### config.mk
export PLATFORM = sky130hd
export DESIGN_NAME = mmu_sequencer_flat
export DESIGN_NICKNAME = d
export VERILOG_FILES = /design/src/rtl/mmu_sequencer_if.sv /design/src/rtl/mmu_sequencer.sv /design/src/flat_wrapper.sv
export SDC_FILE = /design/constraint.sdc
export NUM_CORES = 1
export LEC_CHECK = 0
export ABC_AREA = 1
export CORE_ASPECT_RATIO = 0.9
export CORE_MARGIN = 1
export CORE_UTILIZATION = 57
export DETAILED_ROUTE_END_ITERATION = 8
export PLACE_DENSITY = 0.88
export SLEW_MARGIN = 5
export SYNTH_ARGS = -nofsm -noshare
export SYNTH_HDL_FRONTEND = slang
export SYNTH_SLANG_ARGS = --single-unit
### constraint.sdc
create_clock -name CLK -period 2.2 [get_ports CLK]
set_input_delay 0.22 -clock CLK [delete_from_list [all_inputs] [get_ports CLK]]
set_output_delay 0.22 -clock CLK [all_outputs]
set_load 0.01 [all_outputs]
### src/rtl/mmu_sequencer_if.sv
// Operand-load and run-control bundle between a host and mmu_sequencer.
// slave = sequencer side, master = host side.
interface mmu_sequencer_if #(
   parameter int WIDTH  = 8,
   parameter int LENGTH = 3
);
   localparam int RW = (LENGTH > 1) ? $clog2(LENGTH) : 1;

   // Wr_En is taken on a rising edge only while Busy=0 and no run is pending;
   // Start is taken only while the sequencer is idle or showing Done.
   logic                      Wr_En;
   logic                      Wr_Sel;
   logic [RW-1:0]             Wr_Row;
   logic [LENGTH*WIDTH-1:0]   Wr_Data;
   logic                      Start;
   logic                      Hold;
   logic                      Busy;
   logic                      Done;
   logic                      MMU_EN;
   logic                      MMU_SYNC_RST;
   logic [LENGTH*WIDTH-1:0]   MMU_Inputs;
   logic [LENGTH*WIDTH-1:0]   MMU_Weights;

   modport slave (
      input  Wr_En, Wr_Sel, Wr_Row, Wr_Data, Start, Hold,
      output Busy, Done, MMU_EN, MMU_SYNC_RST, MMU_Inputs, MMU_Weights
   );

   modport master (
      output Wr_En, Wr_Sel, Wr_Row, Wr_Data, Start, Hold,
      input  Busy, Done, MMU_EN, MMU_SYNC_RST, MMU_Inputs, MMU_Weights
   );
endinterface

### src/rtl/mmu_sequencer.sv
// Feeds one LENGTH x LENGTH tile into a systolic multiply unit with diagonal skew.
// Define MMU_SEQ_AUTO_CLEAR_EN to insert a CLEAR cycle that resets the unit before each run.
module mmu_sequencer #(
   parameter int WIDTH        = 8,
   parameter int LENGTH       = 3,
   parameter int DRAIN_CYCLES = LENGTH
) (
   input  logic                 CLK,
   input  logic                 ASYNC_RST,
   mmu_sequencer_if.slave       bus,
   output logic [2:0]           state_dbg
);
   localparam int LW = LENGTH * WIDTH;
   localparam int CW = $clog2(2 * LENGTH + DRAIN_CYCLES + 1);
   localparam logic [CW-1:0] FEED_LAST  = CW'(2 * LENGTH - 2);
   localparam logic [CW-1:0] DRAIN_LAST = CW'((DRAIN_CYCLES > 0) ? DRAIN_CYCLES - 1 : 0);

   typedef enum logic [2:0] {S_IDLE, S_CLEAR, S_FEED, S_DRAIN, S_DONE} state_t;

   state_t          state_q, state_d;
   logic [CW-1:0]   cnt_q, cnt_d;
   logic [LW-1:0]   a_q [LENGTH];
   logic [LW-1:0]   a_d [LENGTH];
   logic [LW-1:0]   b_q [LENGTH];
   logic [LW-1:0]   b_d [LENGTH];
   logic            busy_q, busy_d, done_q, done_d, en_q, en_d, srst_q, srst_d;
   logic [LW-1:0]   inp_q, inp_d, wgt_q, wgt_d;
   logic            hold_act, wr_ok;

   assign hold_act = bus.Hold && (state_q == S_FEED || state_q == S_DRAIN);
   assign wr_ok    = bus.Wr_En && !busy_q && (state_q == S_IDLE || state_q == S_DONE);

   always_ff @(posedge CLK or negedge ASYNC_RST) begin
      if (!ASYNC_RST) begin
         state_q <= S_IDLE;
         cnt_q   <= '0;
      end else begin
         state_q <= state_d;
         cnt_q   <= cnt_d;
      end
   end

   always_comb begin
      state_d = state_q;
      cnt_d   = cnt_q;
      case (state_q)
         S_IDLE, S_DONE: begin
            state_d = S_IDLE;
            if (bus.Start) begin
               cnt_d = '0;
`ifdef MMU_SEQ_AUTO_CLEAR_EN
               state_d = S_CLEAR;
`else
               state_d = S_FEED;
`endif
            end
         end
         S_CLEAR: begin
            state_d = S_FEED;
            cnt_d   = '0;
         end
         S_FEED: begin
            if (!hold_act) begin
               if (cnt_q == FEED_LAST) begin
                  cnt_d   = '0;
                  state_d = (DRAIN_CYCLES > 0) ? S_DRAIN : S_DONE;
               end else begin
                  cnt_d = cnt_q + 1'b1;
               end
            end
         end
         S_DRAIN: begin
            if (!hold_act) begin
               if (cnt_q == DRAIN_LAST) begin
                  cnt_d   = '0;
                  state_d = S_DONE;
               end else begin
                  cnt_d = cnt_q + 1'b1;
               end
            end
         end
         default: begin
            state_d = S_IDLE;
            cnt_d   = '0;
         end
      endcase
   end

   // Outputs are decoded from the current state and registered, so they trail the state by one edge.
   always_comb begin
      inp_d  = inp_q;
      wgt_d  = wgt_q;
      busy_d = 1'b0;
      done_d = 1'b0;
      en_d   = 1'b0;
      srst_d = 1'b0;
      case (state_q)
         S_CLEAR: begin
            busy_d = 1'b1;
            en_d   = 1'b1;
            srst_d = 1'b1;
            inp_d  = '0;
            wgt_d  = '0;
         end
         S_FEED: begin
            busy_d = 1'b1;
            if (!hold_act) begin
               en_d = 1'b1;
               for (int i = 0; i < LENGTH; i++) begin
                  inp_d[i*WIDTH +: WIDTH] = '0;
                  wgt_d[i*WIDTH +: WIDTH] = '0;
                  for (int k = 0; k < LENGTH; k++) begin
                     if (int'(cnt_q) == i + k) begin
                        inp_d[i*WIDTH +: WIDTH] = a_q[i][k*WIDTH +: WIDTH];
                        wgt_d[i*WIDTH +: WIDTH] = b_q[k][i*WIDTH +: WIDTH];
                     end
                  end
               end
            end
         end
         S_DRAIN: begin
            busy_d = 1'b1;
            if (!hold_act) begin
               en_d  = 1'b1;
               inp_d = '0;
               wgt_d = '0;
            end
         end
         S_DONE: begin
            done_d = 1'b1;
            inp_d  = '0;
            wgt_d  = '0;
         end
         default: begin
            inp_d = '0;
            wgt_d = '0;
         end
      endcase
   end

   always_comb begin
      for (int r = 0; r < LENGTH; r++) begin
         a_d[r] = a_q[r];
         b_d[r] = b_q[r];
         if (wr_ok && int'(bus.Wr_Row) == r) begin
            if (bus.Wr_Sel) b_d[r] = bus.Wr_Data;
            else            a_d[r] = bus.Wr_Data;
         end
      end
   end

   always_ff @(posedge CLK or negedge ASYNC_RST) begin
      if (!ASYNC_RST) begin
         for (int r = 0; r < LENGTH; r++) begin
            a_q[r] <= '0;
            b_q[r] <= '0;
         end
         busy_q <= 1'b0;
         done_q <= 1'b0;
         en_q   <= 1'b0;
         srst_q <= 1'b0;
         inp_q  <= '0;
         wgt_q  <= '0;
      end else begin
         for (int r = 0; r < LENGTH; r++) begin
            a_q[r] <= a_d[r];
            b_q[r] <= b_d[r];
         end
         busy_q <= busy_d;
         done_q <= done_d;
         en_q   <= en_d;
         srst_q <= srst_d;
         inp_q  <= inp_d;
         wgt_q  <= wgt_d;
      end
   end

   assign bus.Busy        = busy_q;
   assign bus.Done        = done_q;
   assign bus.MMU_EN      = en_q;
   assign bus.MMU_Inputs  = inp_q;
   assign bus.MMU_Weights = wgt_q;
`ifdef MMU_SEQ_AUTO_CLEAR_EN
   assign bus.MMU_SYNC_RST = srst_q;
`else
   // Without the CLEAR state the multiply unit keeps accumulating across runs.
   assign bus.MMU_SYNC_RST = 1'b0;
`endif
   assign state_dbg = state_q;
endmodule

### src/flat_wrapper.sv
// flat-port wrapper written by rule: the top's interface ports become plain ports
module mmu_sequencer_flat 
#(
   parameter int WIDTH        = 8,
   parameter int LENGTH       = 3,
   parameter int DRAIN_CYCLES = LENGTH
)
  (CLK, ASYNC_RST, state_dbg, bus_Wr_En, bus_Wr_Sel, bus_Wr_Row, bus_Wr_Data, bus_Start, bus_Hold, bus_Busy, bus_Done, bus_MMU_EN, bus_MMU_SYNC_RST, bus_MMU_Inputs, bus_MMU_Weights);
  mmu_sequencer_if #(.WIDTH(WIDTH), .LENGTH(LENGTH)) bus_i ();
  input  logic CLK;
  input  logic ASYNC_RST;
  output logic [2:0] state_dbg;
  input wire logic [$bits(bus_i.Wr_En)-1:0] bus_Wr_En;
  input wire logic [$bits(bus_i.Wr_Sel)-1:0] bus_Wr_Sel;
  input wire logic [$bits(bus_i.Wr_Row)-1:0] bus_Wr_Row;
  input wire logic [$bits(bus_i.Wr_Data)-1:0] bus_Wr_Data;
  input wire logic [$bits(bus_i.Start)-1:0] bus_Start;
  input wire logic [$bits(bus_i.Hold)-1:0] bus_Hold;
  output wire logic [$bits(bus_i.Busy)-1:0] bus_Busy;
  output wire logic [$bits(bus_i.Done)-1:0] bus_Done;
  output wire logic [$bits(bus_i.MMU_EN)-1:0] bus_MMU_EN;
  output wire logic [$bits(bus_i.MMU_SYNC_RST)-1:0] bus_MMU_SYNC_RST;
  output wire logic [$bits(bus_i.MMU_Inputs)-1:0] bus_MMU_Inputs;
  output wire logic [$bits(bus_i.MMU_Weights)-1:0] bus_MMU_Weights;
  assign bus_i.Wr_En = bus_Wr_En;
  assign bus_i.Wr_Sel = bus_Wr_Sel;
  assign bus_i.Wr_Row = bus_Wr_Row;
  assign bus_i.Wr_Data = bus_Wr_Data;
  assign bus_i.Start = bus_Start;
  assign bus_i.Hold = bus_Hold;
  assign bus_Busy = bus_i.Busy;
  assign bus_Done = bus_i.Done;
  assign bus_MMU_EN = bus_i.MMU_EN;
  assign bus_MMU_SYNC_RST = bus_i.MMU_SYNC_RST;
  assign bus_MMU_Inputs = bus_i.MMU_Inputs;
  assign bus_MMU_Weights = bus_i.MMU_Weights;
  mmu_sequencer #(.WIDTH(WIDTH), .LENGTH(LENGTH), .DRAIN_CYCLES(DRAIN_CYCLES)) u_core (.CLK(CLK), .ASYNC_RST(ASYNC_RST), .bus(bus_i), .state_dbg(state_dbg));
endmodule
### Yosys cells after proc, flatten, opt, wreduce, memory -nomap -nowiden

Cells that the tools add are included.

* latch bits: 0
* register bits: 202
* word-level logic and storage cells: 95
* memories: 0
* output and inout port bits: 55
* RAM bits: 0
* memory bits (read-only): 0
* input port bits: 32

* $lt $le $gt $ge: 0
* $add $sub $neg: 1
* eq/ne operators: 17
* shifts and indexed selects: 0
* div/mod/pow operators: 0
* bitwise gates (word level): 1
* multiplexer cells: 39
* reductions and logical operators: 24
* multipliers: 0

Operators by type and width (number)
* 8-bit 2-to-1 mux: 18
* 24-bit one-hot mux with 2 select lines: 2
* 24-bit 2-to-1 mux: 3
* 4-bit 2-to-1 mux: 5
* 2-bit AND reduction: 7
* 4-bit by 3-bit == test with 1-bit output, second input constant: 3
* 3-bit 2-to-1 mux: 4
* 3-bit one-hot mux with 4 select lines: 1
* 4-bit one-hot mux with 3 select lines: 1
* 2-bit inequality test, second input constant: 5
* 4-bit by 2-bit == test with 1-bit output, second input constant: 2
* 3-bit by 2-bit == test with 1-bit output, second input constant: 2
* 1-bit logical AND: 6
* 4-bit by 1-bit adder with 4-bit output, second input constant: 1
* 2-bit == test, second input constant: 2
* 4-bit == test, second input constant: 1
* 4-bit logical NOT: 1
* 4-bit AND reduction: 1
* 2-bit OR reduction: 2
* 3-bit by 1-bit == test with 1-bit output, second input constant: 1
* 3-bit == test, second input constant: 1
* 3-bit logical NOT: 1
* 1-bit 2-to-1 mux: 3
* 3-bit AND reduction: 1
* 7 further kinds: 8

### Logic depth before layout (Yosys ltp)

Gate-level depths: netlist of the first run.

* depth in word-level cells: 6
* mapped depth: 9
* mapped depth without buffers: 8

### Worst setup path after synthesis of the first run

OpenSTA, ideal clock, no wires.

* kind: register to register
* start: reg u_core.cnt_q[0]
* end: reg u_core.inp_q[14] (netlist: u_core.bus.MMU_Inputs[14])
* stages on the path, launching flop included: 10
* path slack: 0.650 ns
* period minus slack after synthesis: 1.550 ns
* path buffers: 2
* required time: 2.084 ns
* data arrival time: 1.434 ns
* library setup time: 0.116 ns
* cell sequence: dfrtp_1 > inv_1 > ha_1 > buf_2 > clkinv_1 > clkbuf_1 > nand4_1 > nand3_1 > nand2_1 > nand2_1

* word-level cells in the longest chain between the ends: 6
* elaborated cells on any way between the ends: 8
* classes of those cells: eq/ne: 3; mux: 5

RTL lines
* start, declared: RTL line mmu_sequencer.sv:21 `logic [CW-1:0] cnt_q, cnt_d;`
* start signal, assigned: RTL line mmu_sequencer.sv:39 `cnt_q <= cnt_d;`
* 4-bit by 2-bit == test with 1-bit output: RTL line mmu_sequencer.sv:113 `if (int'(cnt_q) == i + k) begin`
* 8-bit 2-to-1 mux (2 in a row): RTL line mmu_sequencer.sv:113
* 8-bit 2-to-1 mux (*): RTL line mmu_sequencer.sv:113
* 24-bit 2-to-1 mux (*): RTL line mmu_sequencer.sv:107 `if (!hold_act) begin`
* 24-bit one-hot mux with 2 select lines (*): RTL line mmu_sequencer.sv:97 `case (state_q)`
* end signal, assigned: RTL line mmu_sequencer.sv:173 `inp_q <= inp_d;`
* end, declared: RTL line mmu_sequencer.sv:27 `logic [LW-1:0] inp_q, inp_d, wgt_q, wgt_d;`

Every way passes the cells marked *; elsewhere a longest branch is shown, timed or not. The select of a mux whose other input is x is not followed.
A chain may end at the register's enable or synchronous reset.

### Final worst setup path of the first run

* start: reg u_core.state_q[0] (netlist: u_core.state_dbg[0])
* end: reg u_core.a_q[29] (netlist name)

* word-level cells in the longest chain between the ends: 5
* elaborated cells on any way between the ends: 6
* classes of those cells: eq/ne: 1; reduce/logical: 5

RTL lines
* start, declared: RTL line mmu_sequencer.sv:20 `state_t state_q, state_d;`
* start signal, assigned: RTL line mmu_sequencer.sv:38 `state_q <= state_d;`
* 3-bit == test / 3-bit logical NOT (equally long branches): RTL line mmu_sequencer.sv:31 `assign wr_ok = bus.Wr_En && !busy_q && (state_q == S_IDLE || state_q == S_DONE);`
* 1-bit logical OR (*): RTL line mmu_sequencer.sv:31
* 1-bit logical AND (*): RTL line mmu_sequencer.sv:31
* 1-bit logical AND (*): RTL line mmu_sequencer.sv:145 `if (wr_ok && int'(bus.Wr_Row) == r) begin`
* 2-bit AND reduction (no line) (*)
* end signal, assigned by index: RTL line mmu_sequencer.sv:166 `a_q[r] <= a_d[r];`
* end, declared: RTL line mmu_sequencer.sv:22 `logic [LW-1:0] a_q [LENGTH];`

Every way passes the cells marked *; elsewhere a longest branch is shown, timed or not.

==> results of run 1 <==
-- synth_stat cells, drive strengths merged --
cell type,count,area (sq um)
inv,43,161
nand3,110,581
clkinv,2,7.51
clkbuf,14,52.6
nor2,111,455
dfrtp,202,5050
nand2,322,1210
o21ai,145,756
nand4,50,313
buf,62,452
a21oi,1,5.00
ha,4,50.1
conb,1,3.75
-- stage by stage --
step | hold WS [ps] | util, % | cells
detailed placement | 240 | 64.9 | 1308
global placement | 231 | 64.9 | 1308
CTS | 312 | 69.0 | 1341
floorplan | -75.6 | - | 1067
global route | 348 | 69.0 | 1341
finish | 300 | 69.0 | 1341
-- worst paths after layout --
kind | start | end | slack (ps) | cells after the start
max reg2reg | u_core.state_dbg[0] | u_core.a_q[29] | 260 | 7
max in group asynchronous | ASYNC_RST | u_core.b_q[51] | 1220 | 3
min in group CLK | bus_Wr_Data[0] | u_core.b_q[48] | 450 | 3
max | u_core.state_dbg[0] | u_core.a_q[29] | 260 | 7
min reg2reg | u_core.bus.MMU_Weights[23] | u_core.bus.MMU_Weights[23] | 480 | 2
min | ASYNC_RST | u_core.bus.Busy | 300 | 2
-- layout make-up --
type / instances / area, sq um / share of cell area (%)
Sequential cell: 202 / 5050 / 47.3
Multi-Input combinational cell: 744 / 3370 / 31.6
Timing Repair Buffer: 116 / 1210 / 11.4
Clock buffer: 30 / 609 / 5.70
Tap cell: 202 / 253 / 2.37
Inverter: 45 / 169 / 1.58
Clock inverter: 2 / 10.0 / 0.0937
-- critical path, cell delays in order, from the launching register on --
cell and delay [ps]:
dfrtp_1 470, nor2_4 170, inv_2 80, nor2_8 180, nand3_2 380, buf_12 320
nand2_1 90, o21ai_0 120
-- kinds of logic (layout without fill, tap and decap cells) --
kind of cell / after synthesis / after routing
compound gates: 146 / 146
fa+ha+maj: 4 / 4
buf+inv: 121 / 193
flops: 202 / 202
other cells: 1 / 1
simple gates: 593 / 593
-- report_power, final --
group	leakage (nW)	switching [mW]	internal, mW
Sequential	2.79	0.304	4.14
Combinational	2.31	2.30	1.25
Clock	0.307	1.38	1.90
-- layer usage --
metal | track usage [%] | vias to the layer above | routed length [microns]
met3 | 5.83 | 73 | 2190
li1 | - | 3613 | -
met4 | 12.6 | 0 | 933
met2 | 46.4 | 437 | 10700
met5 | 0 | - | 0
met1 | 39.9 | 3742 | 9320
-- what timing repair did --
| item | in CTS | in global routing |
|---|---|---|
| hold buffers | 1 | 0 |
| hold endpoints to repair | 55 | 0 |
| buffers inserted | 0 | 0 |
-- sequential cells by signal, indices dropped and copies added (netlist names) --
register                count
u_core.bus.MMU_Inputs      24
u_core.bus.MMU_EN           1
u_core.bus.Done             1
u_core.state_dbg            3
u_core.bus.Busy             1
u_core.b_q                 72
u_core.a_q                 72
u_core.bus.MMU_Weights     24
u_core.cnt_q                4
==> flow_summary.yaml, run 1 <==
sta:
  postLayoutSetupSlackWorst_ps: 259
  worst_slew_pin_slew_ps: 569
  fmax_mhz: 515
  finalMaxSlewViolations: 0
  hold_violations: 0
  setup_violations: 0
  rsz0062_at_grt: "false"
  clock_skew_ps: 13.9
  finalCritPeriodShare_pct: 88.2
  maxSlewHeadroom_pct: 62.1
  period_minus_slack_ps: 1940
  tns_ps: 0
grt:
  grt_pass1_wl_microns: 37800
  grt_max_degree: 61
  gr-usage-all-layers_pct: 29.4
  antenna_found_initial: 0
  grt_pass1_vias: 7453
  gr-total-overflow: 0
clock_tree:
  cts_tree: "yes"
  cts_resized: 0
  clock_path_buffers: 3
  cts_sinks: 202
  path_clk_slew_ps: 60
  cts_root_buffer: "clkbuf_16"
  cts-htree-levels: 1
  clk-insertion-delay-late_ps: 490
  cts_made_buffers: 20
worst_setup_path:
  cp_max_fo: 32
  critPathArrivalTime_ps: 2280
  startpoint_type: "flip-flop"
  critical_path_class: "flip-flop to flip-flop"
  end_kind: "flip-flop"
  worstPathRequired_ps: 2540
floorplanning:
  die_x_microns: 135
  rows: 43
  die_y_microns: 122
  die_area_sq_um: 16500
  core_area_sq_um: 15500
  start_util_pct: 58.7
  boundaryPins: 87
routing:
  first_pass_iters: 7
  drtIter0Drc: 938
  vias: 7865
  wl_per_cell_microns: 17.3
  wl_microns: 23200
  via_per_inst: 5.87
  antenna_left: 0
  remaining_drc_errors: 0
place:
  gp_congestion: 0.838
  io_buffers: 85
  place_hpwl_microns: 14600
  place_area_sq_um: 10100
  dp_slack_ps: 221
pwr:
  ir_drop_v: 0.000640
  powerDensity_nw_per_um2: 1050
  p_leak_nw: 5.41
  power.total_mw: 11.3
final_layout:
  fin_area_sq_um: 10700
  nFillCells: 1205
  layout_commonest_cell: "nand2_1"
  finalNetCount: 1165
  area_growth_pct: 17.4
  n_antenna_cell: 0
  final_cell_mix: "nand2_1, dfrtp_1, o21ai_1"
  layout-drive-gt1-share_pct: 7.11
synthesis:
  netlist_area_sq_um: 9100
  yosys_register_bits: 202
  synthDistinctLibCells: 23
  yosys.area_share.simple_pct: 28.1
  synth-xor-area-share_pct: 0
  ys.warnings.count: 0
  synth_top_family_by_area: "simple AND/OR/NAND/NOR gates"
  syn-num-nets: 1103
  avgSynthCellArea_sq_um: 8.53
  synth-compound-area-share_pct: 8.36
  seq_area_frac_synth_pct: 55.5
  syn_inst: 1067
  synth-adder-area-share_pct: 0.550
  synthMuxAreaShare_pct: 0
flow_run:
  drv_cap: 0
status:
  outcome: "finished, final reports clean"
worst_hold_path:
  min_path_type: "input port to async pin"
Note: power is estimated with default switching activity, not from simulation.
==> inputs of run 2 (changes only) <==
- SKIP_LAST_GASP: not set -> 1
==> results of run 2 <==
No change in the layout: final DEF, timing and power equal those of run 1.
==> inputs of run 3 (changes only) <==
--- a/config.mk
+++ b/config.mk
@@ -9,7 +9,8 @@
 export CORE_ASPECT_RATIO = 0.9
 export CORE_MARGIN = 1
-export CORE_UTILIZATION = 57
+export CORE_UTILIZATION = 40
 export DETAILED_ROUTE_END_ITERATION = 8
-export PLACE_DENSITY = 0.88
+export HOLD_SLACK_MARGIN = 0.15
+export PLACE_DENSITY = 0.68
 export SKIP_LAST_GASP = 1
 export SLEW_MARGIN = 5
==> constraint.sdc (replaced) <==
create_clock -name CLK -period 2.2 [get_ports CLK]
set_input_delay 0.33 -clock CLK [delete_from_list [all_inputs] [get_ports CLK]]
set_output_delay 0.33 -clock CLK [all_outputs]
set_load 0.01 [all_outputs]
==> run 3 against run 2 <==
  * Cell count increased by 6.9%
  * Hold slack improved by 110 ps
  * Critical endpoint is now u_core.bus.MMU_Inputs[0]
  * Via count down 4.6%
==> flow_summary.yaml, run 3 (same netlist as run 1, synthesis figures left out) <==
clock_tree:
  path_clk_slew_ps: 60
  cts_sinks: 202
  cts_root_buffer: "clkbuf_16"
  cts_tree: "yes"
  cts_made_buffers: 22
  cts-htree-levels: 1
  clk-insertion-delay-late_ps: 500
  clock_path_buffers: 3
  post-cts-setup-buffer-count: 0
final_layout:
  n_antenna_cell: 0
  layout-drive-gt1-share_pct: 7.35
  multiInputGateArea_sq_um: 3370
  seqCellArea_sq_um: 5050
  reg.largest.list: "u_core.a_q (72), u_core.b_q (72)"
  stdcell_count: 1434
  final_cell_mix: "nand2_1, dfrtp_1, o21ai_1"
  area_growth_pct: 19.2
  layout_commonest_cell: "nand2_1"
  finalNetCount: 1166
  nFillCells: 2113
sta:
  finalMaxSlewViolations: 0
  postLayoutSetupSlackWorst_ps: 286
  period_minus_slack_ps: 1910
  hold_violations: 0
  finalCritPeriodShare_pct: 87.0
  setup_violations: 0
  rsz0062_at_grt: "false"
  worst_slew_pin_slew_ps: 663
  fmax_mhz: 523
  tns_ps: 0
  maxSlewHeadroom_pct: 55.8
  clock_skew_ps: 8.73
grt:
  grt_pass1_wl_microns: 38300
  grt_pass1_vias: 7155
  gr-usage-all-layers_pct: 20.4
  grt_max_degree: 73
  gr-total-overflow: 0
  antenna_found_initial: 0
worst_setup_path:
  cpMaxStageDelayCell: "clkinv_1"
  cp_common_cell: "nand2_1"
  startpoint_type: "flip-flop"
  end_kind: "flip-flop"
  max_stage_delay_ps: 470
  worstPathRequired_ps: 2590
  cp_max_fo: 17
  path_buf_inv: 2
  critPathTopFamily: "simple AND/OR/NAND/NOR gates"
  critical_path_class: "flip-flop to flip-flop"
  crit_chain: "inv_1, ha_1, clkinv_1, nand4_1, nand3_1, nand2_1, nand2_1"
  critPathArrivalTime_ps: 2300
routing:
  antenna_left: 0
  vias: 7505
  wl_microns: 23700
  wl_per_cell_microns: 16.5
  first_pass_iters: 5
  drtIter0Drc: 625
  remaining_drc_errors: 0
  via_per_inst: 5.23
floorplanning:
  die_area_sq_um: 23400
  rows: 51
  die_y_microns: 145
  core_area_sq_um: 22000
  boundaryPins: 87
  start_util_pct: 41.5
  die_x_microns: 161
status:
  outcome: "finished, final reports clean"
pwr:
  powerDensity_nw_per_um2: 1050
  p_leak_nw: 5.44
  ir_drop_v: 0.000484
place:
  gp_congestion: 0.781
  dp_slack_ps: 260
  io_buffers: 85
  place_hpwl_microns: 15000
  dpl.cell_count: 1396
flow_run:
  drv_cap: 0
worst_hold_path:
  min_path_type: "input port to async pin"
## run 3: cell count changes in the layout (fill, tap and decap cells not counted), sizes merged
cell,previous run,this run
clkinv,4,5
buf,30,29
clkbuf,31,35
## run 3: final timing paths
kind,cells past startpoint,end,slack [ps],start
setup / recovery,7,u_core.bus.MMU_Inputs[0],290,u_core.cnt_q[1]
hold / removal,2,u_core.bus.Done,410,ASYNC_RST
setup reg to reg,7,u_core.bus.MMU_Inputs[0],290,u_core.cnt_q[1]
hold reg to reg,2,u_core.bus.MMU_Inputs[10],480,u_core.bus.MMU_Inputs[10]
max in group asynchronous,3,u_core.b_q[12],1020,ASYNC_RST
min in group CLK,2,u_core.bus.MMU_Inputs[10],480,u_core.bus.MMU_Inputs[10]
## run 3: per-layer routing
metal / track usage (%) / part of all wire [%] / vias up
li1: - / - / 3616
met1: 29.2 / 47 / 3626
met2: 32.2 / 45 / 217
met3: 2.77 / 5.7 / 46
met4: 6.13 / 2.2 / 0
met5: 0 / 0 / -
## run 3: what timing repair did
action                                  CTS  global route
resized for setup                         0             0
hold buffers                              1             0
hold endpoints to repair                 66             0
endpoints found under the setup margin    0             0
## run 3: final cells by class
cell class                 instances  area share [%]
multi-input combinational        744            31.1
inverter                          45            1.56
sequential                       202            46.6
timing repair buffer             115            11.0
clock inverter                     3           0.138
tap                              291            3.36
clock buffer                      34            6.24
## run 3: metrics by stage
stage | util [%] | area, sq um | hold WS [ps] | power, mW
final | 49.4 | 10800 | 411 | 11.4
after global routing | 49.4 | 10800 | 457 | 12.1
after CTS | 49.4 | 10800 | 447 | 11.5
after detailed placement | 46.2 | 10100 | 403 | 7.97
after global placement | 46.2 | 10100 | 402 | 7.92
after floorplan | - | 9100 | 34.4 | 6.61
## run 3: power by group
part           internal (mW)  switching (mW)
Sequential              4.14           0.286
Clock                   2.10            1.43
Combinational           1.21            2.28
Total                   7.44            4.00
## run 3: worst reg2reg max path, cell delays in order (launching register included)
cell and delay (ps):
dfrtp_1 440, inv_1 110, ha_1 190, clkinv_1 470
nand4_1 290, nand3_1 90, nand2_1 140, nand2_1 60
